<file path="config.mk">
export PLATFORM = sky130hd
export DESIGN_NAME = seg7_scan_ctrl_flat
export DESIGN_NICKNAME = d
export VERILOG_FILES = /design/src/rtl/seg7_pkg.sv /design/src/rtl/seg7_scan_ctrl_if.sv /design/src/rtl/seg7_hex_decode.sv /design/src/rtl/seg7_scan_ctrl.sv /design/src/flat_wrapper.sv
export SDC_FILE = /design/constraint.sdc
export NUM_CORES = 1
export LEC_CHECK = 0
export CORE_UTILIZATION = 59
export DETAILED_ROUTE_END_ITERATION = 12
export PLACE_DENSITY = 0.85
export SLEW_MARGIN = 30
export SYNTH_ARGS = -nofsm -noshare
export SYNTH_HDL_FRONTEND = slang
export SYNTH_HIERARCHICAL = 1
export SYNTH_SLANG_ARGS = --single-unit
</file>
<file path="constraint.sdc">
create_clock -name clk -period 6.8 [get_ports clk]
set_clock_uncertainty 0.05 [all_clocks]
set_input_delay 2.04 -clock clk [delete_from_list [all_inputs] [get_ports clk]]
set_output_delay 2.04 -clock clk [all_outputs]
set_load 0.02 [all_outputs]
</file>
<file path="src/rtl/seg7_pkg.sv">
// ---------------------------------------------------------------------------
// seg7_pkg
// Shared definitions for the multiplexed seven-segment display controller.
//   - SEG_HEX_0 .. SEG_HEX_F : active-low segment patterns {a,b,c,d,e,f,g},
//                             segment a in bit 6
//   - SEG_BLANK              : all segments off
//   - entry_t                : one digit register {blank, dp, nibble}
//   - ENTRY_RESET            : value every digit register takes on reset/clear
//   - hexToSeg()             : nibble to segment pattern lookup
// No ports; imported by seg7_hex_decode and seg7_scan_ctrl.
// ---------------------------------------------------------------------------
package seg7_pkg;

  localparam logic [6:0] SEG_HEX_0 = 7'b0000001;
  localparam logic [6:0] SEG_HEX_1 = 7'b1001111;
  localparam logic [6:0] SEG_HEX_2 = 7'b0010010;
  localparam logic [6:0] SEG_HEX_3 = 7'b0000110;
  localparam logic [6:0] SEG_HEX_4 = 7'b1001100;
  localparam logic [6:0] SEG_HEX_5 = 7'b0100100;
  localparam logic [6:0] SEG_HEX_6 = 7'b0100000;
  localparam logic [6:0] SEG_HEX_7 = 7'b0001111;
  localparam logic [6:0] SEG_HEX_8 = 7'b0000000;
  localparam logic [6:0] SEG_HEX_9 = 7'b0000100;
  localparam logic [6:0] SEG_HEX_A = 7'b0001000;
  localparam logic [6:0] SEG_HEX_B = 7'b1100000;
  localparam logic [6:0] SEG_HEX_C = 7'b0110001;
  localparam logic [6:0] SEG_HEX_D = 7'b1000010;
  localparam logic [6:0] SEG_HEX_E = 7'b0110000;
  localparam logic [6:0] SEG_HEX_F = 7'b0111000;

  localparam logic [6:0] SEG_BLANK = 7'h7F;

  // One digit register. dp is stored as "lit" (1 = point on); the
  // active-low inversion happens at the output register.
  typedef struct packed {
    logic       blank;
    logic       dp;
    logic [3:0] nibble;
  } entry_t;

  localparam entry_t ENTRY_RESET = '{blank: 1'b1, dp: 1'b0, nibble: 4'h0};

  // Plain lookup of the sixteen hex glyphs.
  function automatic logic [6:0] hexToSeg(input logic [3:0] nibble);
    logic [6:0] segPattern;
    case (nibble)
      4'h0:    segPattern = SEG_HEX_0;
      4'h1:    segPattern = SEG_HEX_1;
      4'h2:    segPattern = SEG_HEX_2;
      4'h3:    segPattern = SEG_HEX_3;
      4'h4:    segPattern = SEG_HEX_4;
      4'h5:    segPattern = SEG_HEX_5;
      4'h6:    segPattern = SEG_HEX_6;
      4'h7:    segPattern = SEG_HEX_7;
      4'h8:    segPattern = SEG_HEX_8;
      4'h9:    segPattern = SEG_HEX_9;
      4'hA:    segPattern = SEG_HEX_A;
      4'hB:    segPattern = SEG_HEX_B;
      4'hC:    segPattern = SEG_HEX_C;
      4'hD:    segPattern = SEG_HEX_D;
      4'hE:    segPattern = SEG_HEX_E;
      default: segPattern = SEG_HEX_F;
    endcase
    return segPattern;
  endfunction

endpackage

</file>
<file path="src/rtl/seg7_scan_ctrl_if.sv">
// ---------------------------------------------------------------------------
// seg7_scan_ctrl_if
// Bundles the write port and the display outputs of seg7_scan_ctrl.
//   Write side : wr_en, wr_addr[AW], wr_data[4], wr_blank, clr, bright[3]
//   Display    : seg[7] (active-low), dig_n[NUM_DIGITS] (one-hot-low),
//                scan_idx[AW], frame_done
//   SEG7_DP_EN : adds wr_dp (write side) and dp (active-low display output)
// Modports: master = data producer, slave = the display controller.
// ---------------------------------------------------------------------------
interface seg7_scan_ctrl_if #(
  parameter int NUM_DIGITS = 8
);
  localparam int AW = $clog2(NUM_DIGITS);

  logic                  wr_en;
  logic [AW-1:0]         wr_addr;
  logic [3:0]            wr_data;
  logic                  wr_blank;
  logic                  clr;
  logic [2:0]            bright;
  logic [6:0]            seg;
  logic [NUM_DIGITS-1:0] dig_n;
  logic [AW-1:0]         scan_idx;
  logic                  frame_done;
`ifdef SEG7_DP_EN
  logic                  wr_dp;
  logic                  dp;
`endif

  modport master (
    output wr_en, wr_addr, wr_data, wr_blank, clr, bright,
`ifdef SEG7_DP_EN
    output wr_dp,
    input  dp,
`endif
    input  seg, dig_n, scan_idx, frame_done
  );

  modport slave (
    input  wr_en, wr_addr, wr_data, wr_blank, clr, bright,
`ifdef SEG7_DP_EN
    input  wr_dp,
    output dp,
`endif
    output seg, dig_n, scan_idx, frame_done
  );

endinterface

</file>
<file path="src/rtl/seg7_hex_decode.sv">
// ---------------------------------------------------------------------------
// seg7_hex_decode
// Combinational hex nibble to active-low seven-segment pattern.
//   nibble_i [4] : hex value 0..F
//   seg_o    [7] : {a,b,c,d,e,f,g}, active-low, a = bit 6
// ---------------------------------------------------------------------------
module seg7_hex_decode
  import seg7_pkg::*;
(
  input  logic [3:0] nibble_i,
  output logic [6:0] seg_o
);

  // Pure lookup; blanking is decided by the caller.
  always_comb begin
    seg_o = hexToSeg(nibble_i);
  end

endmodule

</file>
<file path="src/rtl/seg7_scan_ctrl.sv">
// ---------------------------------------------------------------------------
// seg7_scan_ctrl
// Multiplexed seven-segment display controller. Holds one register per digit
// and scans them onto a shared active-low segment bus at SCAN_DIV clocks per
// digit, with PWM brightness, a dark first cycle in every slot to stop
// ghosting between digits, and a pulse at the end of every frame.
//   clk  : system clock, rising edge
//   rst  : synchronous active-high reset
//   bus  : seg7_scan_ctrl_if.slave (write port in, seg/dig_n/scan_idx/
//          frame_done out; wr_dp/dp when SEG7_DP_EN is defined)
// Parameters: NUM_DIGITS (2..16), SCAN_DIV (multiple of 8, >= 8).
// Optional feature macro: SEG7_DP_EN (per-digit decimal point).
// ---------------------------------------------------------------------------
module seg7_scan_ctrl
  import seg7_pkg::*;
#(
  parameter int NUM_DIGITS = 8,
  parameter int SCAN_DIV   = 50000
) (
  input  logic             clk,
  input  logic             rst,
  seg7_scan_ctrl_if.slave  bus
);

  localparam int AW = $clog2(NUM_DIGITS);
  localparam int PW = $clog2(SCAN_DIV);

  logic [PW-1:0]         pcnt_q, pcnt_d;
  logic [AW-1:0]         scanIdx_q, scanIdx_d;
  logic                  running_q;
  entry_t                regFile_q [NUM_DIGITS];
  entry_t                wrEntry;
  logic                  wrAddrValid;
  logic [31:0]           onThresh;
  logic                  onWindow;
  logic [6:0]            decSeg;
  logic [6:0]            seg_q, seg_d;
  logic [NUM_DIGITS-1:0] digN_q, digN_d;
  logic [AW-1:0]         scanIdxOut_q;
  logic                  frameDone_q, frameDone_d;
`ifdef SEG7_DP_EN
  logic                  dp_q, dp_d;
`endif

  // Shape the incoming write into a register entry and reject addresses
  // beyond the last digit (possible when NUM_DIGITS is not a power of two).
  always_comb begin
    wrEntry        = ENTRY_RESET;
    wrEntry.blank  = bus.wr_blank;
    wrEntry.nibble = bus.wr_data;
`ifdef SEG7_DP_EN
    wrEntry.dp     = bus.wr_dp;
`endif
    wrAddrValid    = ({1'b0, bus.wr_addr} < (AW+1)'(NUM_DIGITS));
  end

  // Digit register file. Clear takes priority over a simultaneous write.
  always_ff @(posedge clk) begin
    if (rst || bus.clr) begin
      for (int i = 0; i < NUM_DIGITS; i++) begin
        regFile_q[i] <= ENTRY_RESET;
      end
    end else if (bus.wr_en && wrAddrValid) begin
      regFile_q[bus.wr_addr] <= wrEntry;
    end
  end

  // Prescaler and digit index. running_q holds the counters at zero for the
  // first edge after reset so slot 0 starts with a full-length dark cycle.
  always_comb begin
    pcnt_d    = pcnt_q;
    scanIdx_d = scanIdx_q;
    if (running_q) begin
      if (pcnt_q == PW'(SCAN_DIV - 1)) begin
        pcnt_d    = '0;
        scanIdx_d = (scanIdx_q == AW'(NUM_DIGITS - 1)) ? '0 : scanIdx_q + 1'b1;
      end else begin
        pcnt_d = pcnt_q + 1'b1;
      end
    end
  end

  // The on-window is 1 <= pcnt < (bright+1)*SCAN_DIV/8; bright is live so a
  // change lands mid-slot. pcnt == 0 always stays dark.
  always_comb begin
    onThresh = (32'(bus.bright) + 32'd1) * 32'(SCAN_DIV / 8);
    onWindow = (pcnt_q != '0) && (32'(pcnt_q) < onThresh);
  end

  seg7_hex_decode uHexDecode (
    .nibble_i (regFile_q[scanIdx_q].nibble),
    .seg_o    (decSeg)
  );

  // Next output values from the current slot. A blank entry still drives its
  // digit enable but shows no segments.
  always_comb begin
    seg_d  = SEG_BLANK;
    digN_d = '1;
`ifdef SEG7_DP_EN
    dp_d   = 1'b1;
`endif
    if (onWindow) begin
      digN_d[scanIdx_q] = 1'b0;
      if (!regFile_q[scanIdx_q].blank) begin
        seg_d = decSeg;
`ifdef SEG7_DP_EN
        dp_d  = ~regFile_q[scanIdx_q].dp;
`endif
      end
    end
    frameDone_d = (pcnt_q == PW'(SCAN_DIV - 1)) &&
                  (scanIdx_q == AW'(NUM_DIGITS - 1));
  end

  // Counters and output registers; every output lags the counters by one.
  always_ff @(posedge clk) begin
    if (rst) begin
      running_q    <= 1'b0;
      pcnt_q       <= '0;
      scanIdx_q    <= '0;
      seg_q        <= SEG_BLANK;
      digN_q       <= '1;
      scanIdxOut_q <= '0;
      frameDone_q  <= 1'b0;
`ifdef SEG7_DP_EN
      dp_q         <= 1'b1;
`endif
    end else begin
      running_q    <= 1'b1;
      pcnt_q       <= pcnt_d;
      scanIdx_q    <= scanIdx_d;
      seg_q        <= seg_d;
      digN_q       <= digN_d;
      scanIdxOut_q <= scanIdx_q;
      frameDone_q  <= frameDone_d;
`ifdef SEG7_DP_EN
      dp_q         <= dp_d;
`endif
    end
  end

  assign bus.seg        = seg_q;
  assign bus.dig_n      = digN_q;
  assign bus.scan_idx   = scanIdxOut_q;
  assign bus.frame_done = frameDone_q;
`ifdef SEG7_DP_EN
  assign bus.dp         = dp_q;
`endif

endmodule

</file>
<file path="src/flat_wrapper.sv">
// flat-port wrapper written by rule: the top's interface ports become plain ports
module seg7_scan_ctrl_flat import seg7_pkg::*;
#(
  parameter int NUM_DIGITS = 8,
  parameter int SCAN_DIV   = 50000
)
  (clk, rst, bus_wr_en, bus_wr_addr, bus_wr_data, bus_wr_blank, bus_clr, bus_bright, bus_seg, bus_dig_n, bus_scan_idx, bus_frame_done);
  seg7_scan_ctrl_if #(.NUM_DIGITS(NUM_DIGITS)) bus_i ();
  input  logic clk;
  input  logic rst;
  input wire logic [$bits(bus_i.wr_en)-1:0] bus_wr_en;
  input wire logic [$bits(bus_i.wr_addr)-1:0] bus_wr_addr;
  input wire logic [$bits(bus_i.wr_data)-1:0] bus_wr_data;
  input wire logic [$bits(bus_i.wr_blank)-1:0] bus_wr_blank;
  input wire logic [$bits(bus_i.clr)-1:0] bus_clr;
  input wire logic [$bits(bus_i.bright)-1:0] bus_bright;
  output wire logic [$bits(bus_i.seg)-1:0] bus_seg;
  output wire logic [$bits(bus_i.dig_n)-1:0] bus_dig_n;
  output wire logic [$bits(bus_i.scan_idx)-1:0] bus_scan_idx;
  output wire logic [$bits(bus_i.frame_done)-1:0] bus_frame_done;
  assign bus_i.wr_en = bus_wr_en;
  assign bus_i.wr_addr = bus_wr_addr;
  assign bus_i.wr_data = bus_wr_data;
  assign bus_i.wr_blank = bus_wr_blank;
  assign bus_i.clr = bus_clr;
  assign bus_i.bright = bus_bright;
  assign bus_seg = bus_i.seg;
  assign bus_dig_n = bus_i.dig_n;
  assign bus_scan_idx = bus_i.scan_idx;
  assign bus_frame_done = bus_i.frame_done;
  seg7_scan_ctrl #(.NUM_DIGITS(NUM_DIGITS), .SCAN_DIV(SCAN_DIV)) u_core (.clk(clk), .rst(rst), .bus(bus_i));
endmodule
</file>
Word level (Yosys, flattened, before mapping). Memories as Yosys holds them, arrays and structs flattened. A register that Yosys moved wholly into a read port is not among the register bits. Cells that the tools add are included.

Flip-flop bits (word level): 32. Bits in latches: 0. Bits in writable memories: 40. ROM bits: 112. Bits of input ports: 15. Output and inout port bits: 19. Memories: 2.

$add $sub $neg: 3. Multipliers: 1. Divide/modulo/power cells: 0. $lt $le $gt $ge: 3. Eq/ne operators: 2. Shift-type cells: 0. Multiplexer cells: 15. Bitwise logic cells: 2. Reductions and logical operators: 9.

Memory list: (no name shown) (depth 16, bits a word 7, read ports 1, clocked after Yosys merged registers in 1, wr ports 0, line seg7_pkg.sv:46) `case (nibble)`; u_core.regFile_q (depth 8, bits a word 5, read ports 1, clocked after Yosys merged registers in 1, wr ports 8, line seg7_scan_ctrl.sv:31) `entry_t regFile_q [NUM_DIGITS];`.

Operators by type and width (number): less-than comparator 16 x 32 -> 1 bit (1); multiplier 32 x 12 -> 31 bit (second input constant) (1); adder 16 x 1 -> 16 bit (second input constant) (1); == test 16 bit (second input constant) (1); 2-to-1 mux 16 bit (1); nonzero test 16 bit (1); 2-to-1 mux 3 bit (4); 2-to-1 mux 1 bit (8); inverter 8 bit (1); 2-to-1 mux 5 bit (1); OR reduction 5 bit (1); adder 3 x 1 -> 4 bit (second input constant) (1); less-than comparator 3 x 4 -> 1 bit (second input constant) (1); adder 3 x 1 -> 3 bit (second input constant) (1); demux 1 bit (select 3 bit) (1); == test 3 bit (second input constant) (1); greater-or-equal comparator 3 x 1 -> 1 bit (second input constant) (1); logical AND 1 bit (3); OR reduction 3 bit (1); AND reduction 2 bit (1); OR reduction 2 bit (1); logical OR 1 bit (1); inverter 1 bit (1).

Depth between registers and ports, before layout.
Depth in word-level cells: 6. Gate-level depth with buffers: 19. Gate-level depth less buffers: 17.

By module. The synthesis kept the hierarchy.

By module, submodules not included: seg7_scan_ctrl (instances 1, cells each 377, area an instance 4211.5 sq um, seq. area each 2042.0 sq um); seg7_hex_decode (instances 1, cells each 33, area an instance 269.0 sq um, seq. area each 0.0 sq um).

Worst setup path before layout. Ideal clock, no wire load.

Path type: input-to-reg. From: in bus_bright[0]. To: reg u_core.digN_q[1], in the netlist u_core/bus.dig_n[1]. Data arrival time: 5.768 ns. Slack: 0.850 ns. Stages on the path: 16. Cells stage by stage: clkbuf_1 > inv_1 > ha_1 > ha_1 > ha_1 > ha_1 > a31o_2 > a311oi_1 > o21ai_0 > ha_1 > a21oi_1 > nand3_1 > or4_1 > o211ai_4 > buf_6 > nand3_2.

Word-level cells in the longest chain between the ends: 6.

RTL lines: start: declaration (line flat_wrapper.sv:16) `input wire logic [$bits(bus_i.bright)-1:0] bus_bright;`; adder 3 x 1 -> 4 bit (line seg7_scan_ctrl.sv:86) `onThresh = (32'(bus.bright) + 32'd1) * 32'(SCAN_DIV / 8);`; multiplier 32 x 12 -> 31 bit (line seg7_scan_ctrl.sv:86); less-than comparator 16 x 32 -> 1 bit (line seg7_scan_ctrl.sv:87) `onWindow = (pcnt_q != '0) && (32'(pcnt_q) < onThresh);`; logical AND 1 bit (line seg7_scan_ctrl.sv:87); inverter 1 bit (no source line); OR reduction 2 bit (no source line); end signal: assignment (line seg7_scan_ctrl.sv:134) `digN_q <= digN_d;`; end: declaration (line seg7_scan_ctrl.sv:38) `logic [NUM_DIGITS-1:0] digN_q, digN_d;`.

No other way between the ends. A chain may end at the register's enable or synchronous reset.

Worst setup path in the final report.
From: in bus_bright[0]. To: reg u_core.digN_q[6], in the netlist u_core/bus.dig_n[6].

The elaborated chain is that of the path after synthesis.

==> run_results.csv <==
group,metric,value,unit
yosys,synth-compound-area-share,6.23,%
clock_network,path_clk_slew,0.09,ns
placed_design,dp_hpwl,6880,um
drt,drcViolationCount,0,
setup_path,path_common_cell,"ha_1",
yosys,synth_xor_xnor_area_share,5.84,%
drt,vias,3214,
layout,final-instance-count-excl-fill,548,
layout,drive_gt1_share,10.5,%
drt,drt.antenna.violating_nets,0,
timing,period_needed,6.38,ns
grt,grt_max_degree,16,
timing,rsz0062_at_grt,"false",
setup_path,r2r_setup_slack,3.96,ns
clock_network,clock_path_buffers,2,
placed_design,gp_congestion,0.904,
setup_path,max_stage_delay,0.60,ns
hold_path,hp-class,"reg2reg",
setup_path,crit_path_end_kind,"flip-flop",
setup_path,arrival,6.53,ns
placed_design,dp_slack,0.0789,ns
yosys,syn_area,4480,sq um
clock_network,numCtsBuffers,9,
floorplan,die_area,7950,sq um
power,pwr_density_cell,203,nW/um^2
yosys,post-synth-top-area-cell,"edfxtp_1",
yosys,synth_top_family_by_area,"simple AND/OR/NAND/NOR gates",
grt,grt_antenna_before_repair,0,
timing,setup_ws,0.420,ns
yosys,yosys.area_share.simple,20.1,%
drt,dr.first_iter.drc_count,225,
clock_network,hold_buffers,0,
yosys,yosysTopAreaCellShare,26.8,%
yosys,syn_inst,410,
clock_network,ctsResizeCount,0,
clock_network,cts_tree,"done",
grt,groute.usage.overall,24.5,%
setup_path,crit_type,"in2reg",
layout,num-nets-final,499,
grt,first_global_vias,3076,
drt,drt-pass1-iter-count,4,
yosys,ys_seq_area_share,45.6,%
yosys,yosysUniqueCellTypes,49,
timing,setup_viol,0,
clock_network,cts.sinks,82,
placed_design,dp_cells,532,
floorplan,ioPinCount,34,
layout,final_util,69.8,%
layout,antenna_cells,0,
yosys,synth_fa_ha_area_share,11.2,%
setup_path,cp.required,6.95,ns
setup_path,crit_fanout,15,
setup_path,crit_path_start_kind,"input port",
timing,tightest_slew,0.804,ns
clock_network,postCtsSetupRepairBufs,0,
timing,slew-limit-headroom,45.8,%
drt,wl_per_cell,16.7,um
timing,finalCritPeriodShare,93.8,%
yosys,synthFlopType,"dfxtp_1",
setup_path,crit_buf_inv,2,
clock_network,clock_latency,0.35,ns
yosys,muxShareOfSynthArea,8.57,%
power,p_leak,1.94,nW
setup_path,rr_worst_depth,8,
status,run_status,"completed",
drt,vias_per_cell,5.86,
floorplan,die_h,89.1,um
timing,fmax,157,MHz
clock_network,cts_root_buf,"clkbuf_8",
layout,layout_common_cells,"nor2_1, dfxtp_1, ha_1, edfxtp_1, clkdlybuf4s50_1",
yosys,synth-edff-count,40,
yosys,synth_warnings,6,
placed_design,io_buffer_count,33,
setup_path,crit_family,"adder cells",
grt,grt_pass1_wl,14400,um
grt,overflow,0,
setup_path,critPathSlowestCell,"clkdlybuf4s50_1",
floorplan,num_rows,31,
flow_run,cap_violations,0,
layout,fillCellCount,562,
timing,tns,0,ns
hold_path,min_path_cells,1,
timing,maxSlewViolCount,0,
yosys,ys_ff_latch,82,
yosys,async_reset_ff_share,0,%
timing,hold_viol_final,0,
setup_path,path_depth,15,
floorplan,die_w,89.1,um
layout,final_common_cell,"nor2_1",
layout,syn_to_final_growth,13.6,%
power,vdd_ir_drop_max,0.0000862,V
yosys,synth_area_leaders,"edfxtp_1, dfxtp_1, ha_1, mux4_2, and2_1",
drt,wl,9140,um
setup_path,crit_chain,"clkdlybuf4s50_1 -> inv_1 -> ha_1 -> ha_1 -> ha_1 -> ha_1 -> a31o_2 -> a311oi_1 -> o21ai_0 -> ha_1 -> a21oi_1 -> nand3_1 -> or4_1 -> o211ai_4 -> nand4b_1",
yosys,synth.avg_cell_area,10.9,sq um
floorplan,start_util,61.4,%
yosys,syn_nets,465,
clock_network,h-tree-depth,3,
floorplan,coreArea,7290,sq um
## sequential cells by signal (all words and copies together), names as in the netlist, named ones only
register and cells:
u_core/bus.dig_n 8, u_core/regFile_q 40, u_core/bus.frame_done 1, u_core/bus.scan_idx 3
u_core/bus.seg 7, u_core/running_q 1, u_core/pcnt_q 16, u_core/scanIdx_q 3
## logic make-up after synthesis
kind of cell | count (synthesis)
fa+ha+maj | 40
flops | 82
buf+inv | 26
simple gates | 167
mux | 24
xor+xnor | 28
compound gates | 43
## cells in the mapped netlist, drive strengths merged, types with 2 or more instances
library cell and instances:
mux4 11, o21ai 15, dfxtp 42, nor2b 3
or3 7, nor3 6, buf 3, and4 3
nor2 46, xnor2 14, clkbuf 9, edfxtp 40
a211oi 2, and2 32, a21oi 11, a2111oi 2
and3 3, nand4 10, mux2i 8, mux2 5
nand4b 4, nand3 8, a31oi 2, nand2b 8
nor4 3, xor2 13, ha 40, o211ai 3
inv 14, a31o 2, nand3b 3, a21o 3
nand2 25
## area by class of cell
cell class | instances | area [sq um] | area share, %
multi-input cells | 302 | 2330 | 45.8
flip-flops and latches | 82 | 2040 | 40.1
repair buffers | 35 | 345 | 6.79
clock buffers | 10 | 149 | 2.93
well taps | 99 | 124 | 2.43
inverters | 14 | 52.6 | 1.03
clock inverters | 6 | 47.5 | 0.934
## where the power goes
part	total (mW)	internal, mW	switching [mW]	leakage, nW
clock	0.339	0.158	0.181	0.102
sequential	0.541	0.534	0.00761	0.761
combinational	0.152	0.0658	0.0860	1.08
total	1.03	0.757	0.275	1.94
## final timing paths
kind	startpoint	to
worst max-delay path	bus_bright[0]	u_core/bus.dig_n[6]
worst min-delay path	u_core/scanIdx_q[0]	u_core/bus.dig_n[1]
worst min register to register	u_core/scanIdx_q[0]	u_core/bus.dig_n[1]
worst max register to register	flip-flop	u_core/bus.seg[3]
## stage by stage
step	hold slack, ns	power, mW	cell area (sq um)
6_report	0.488	1.03	5090
5_1_grt	0.517	1.07	5090
4_1_cts	0.491	1.04	5080
3_5_place_dp	0.468	0.702	4890
3_3_place_gp	0.458	0.694	4890
2_1_floorplan	0.472	0.656	4480
## routing by layer
layer | vias to the layer above | part of all wire [%] | track usage, %
met5 | - | 0 | 0
met4 | 0 | 1.8 | 7.36
met3 | 21 | 5.2 | 4.99
met2 | 102 | 50 | 42.5
met1 | 1552 | 43 | 30.9
li1 | 1539 | - | -
Power figures use the tool's default switching activity.
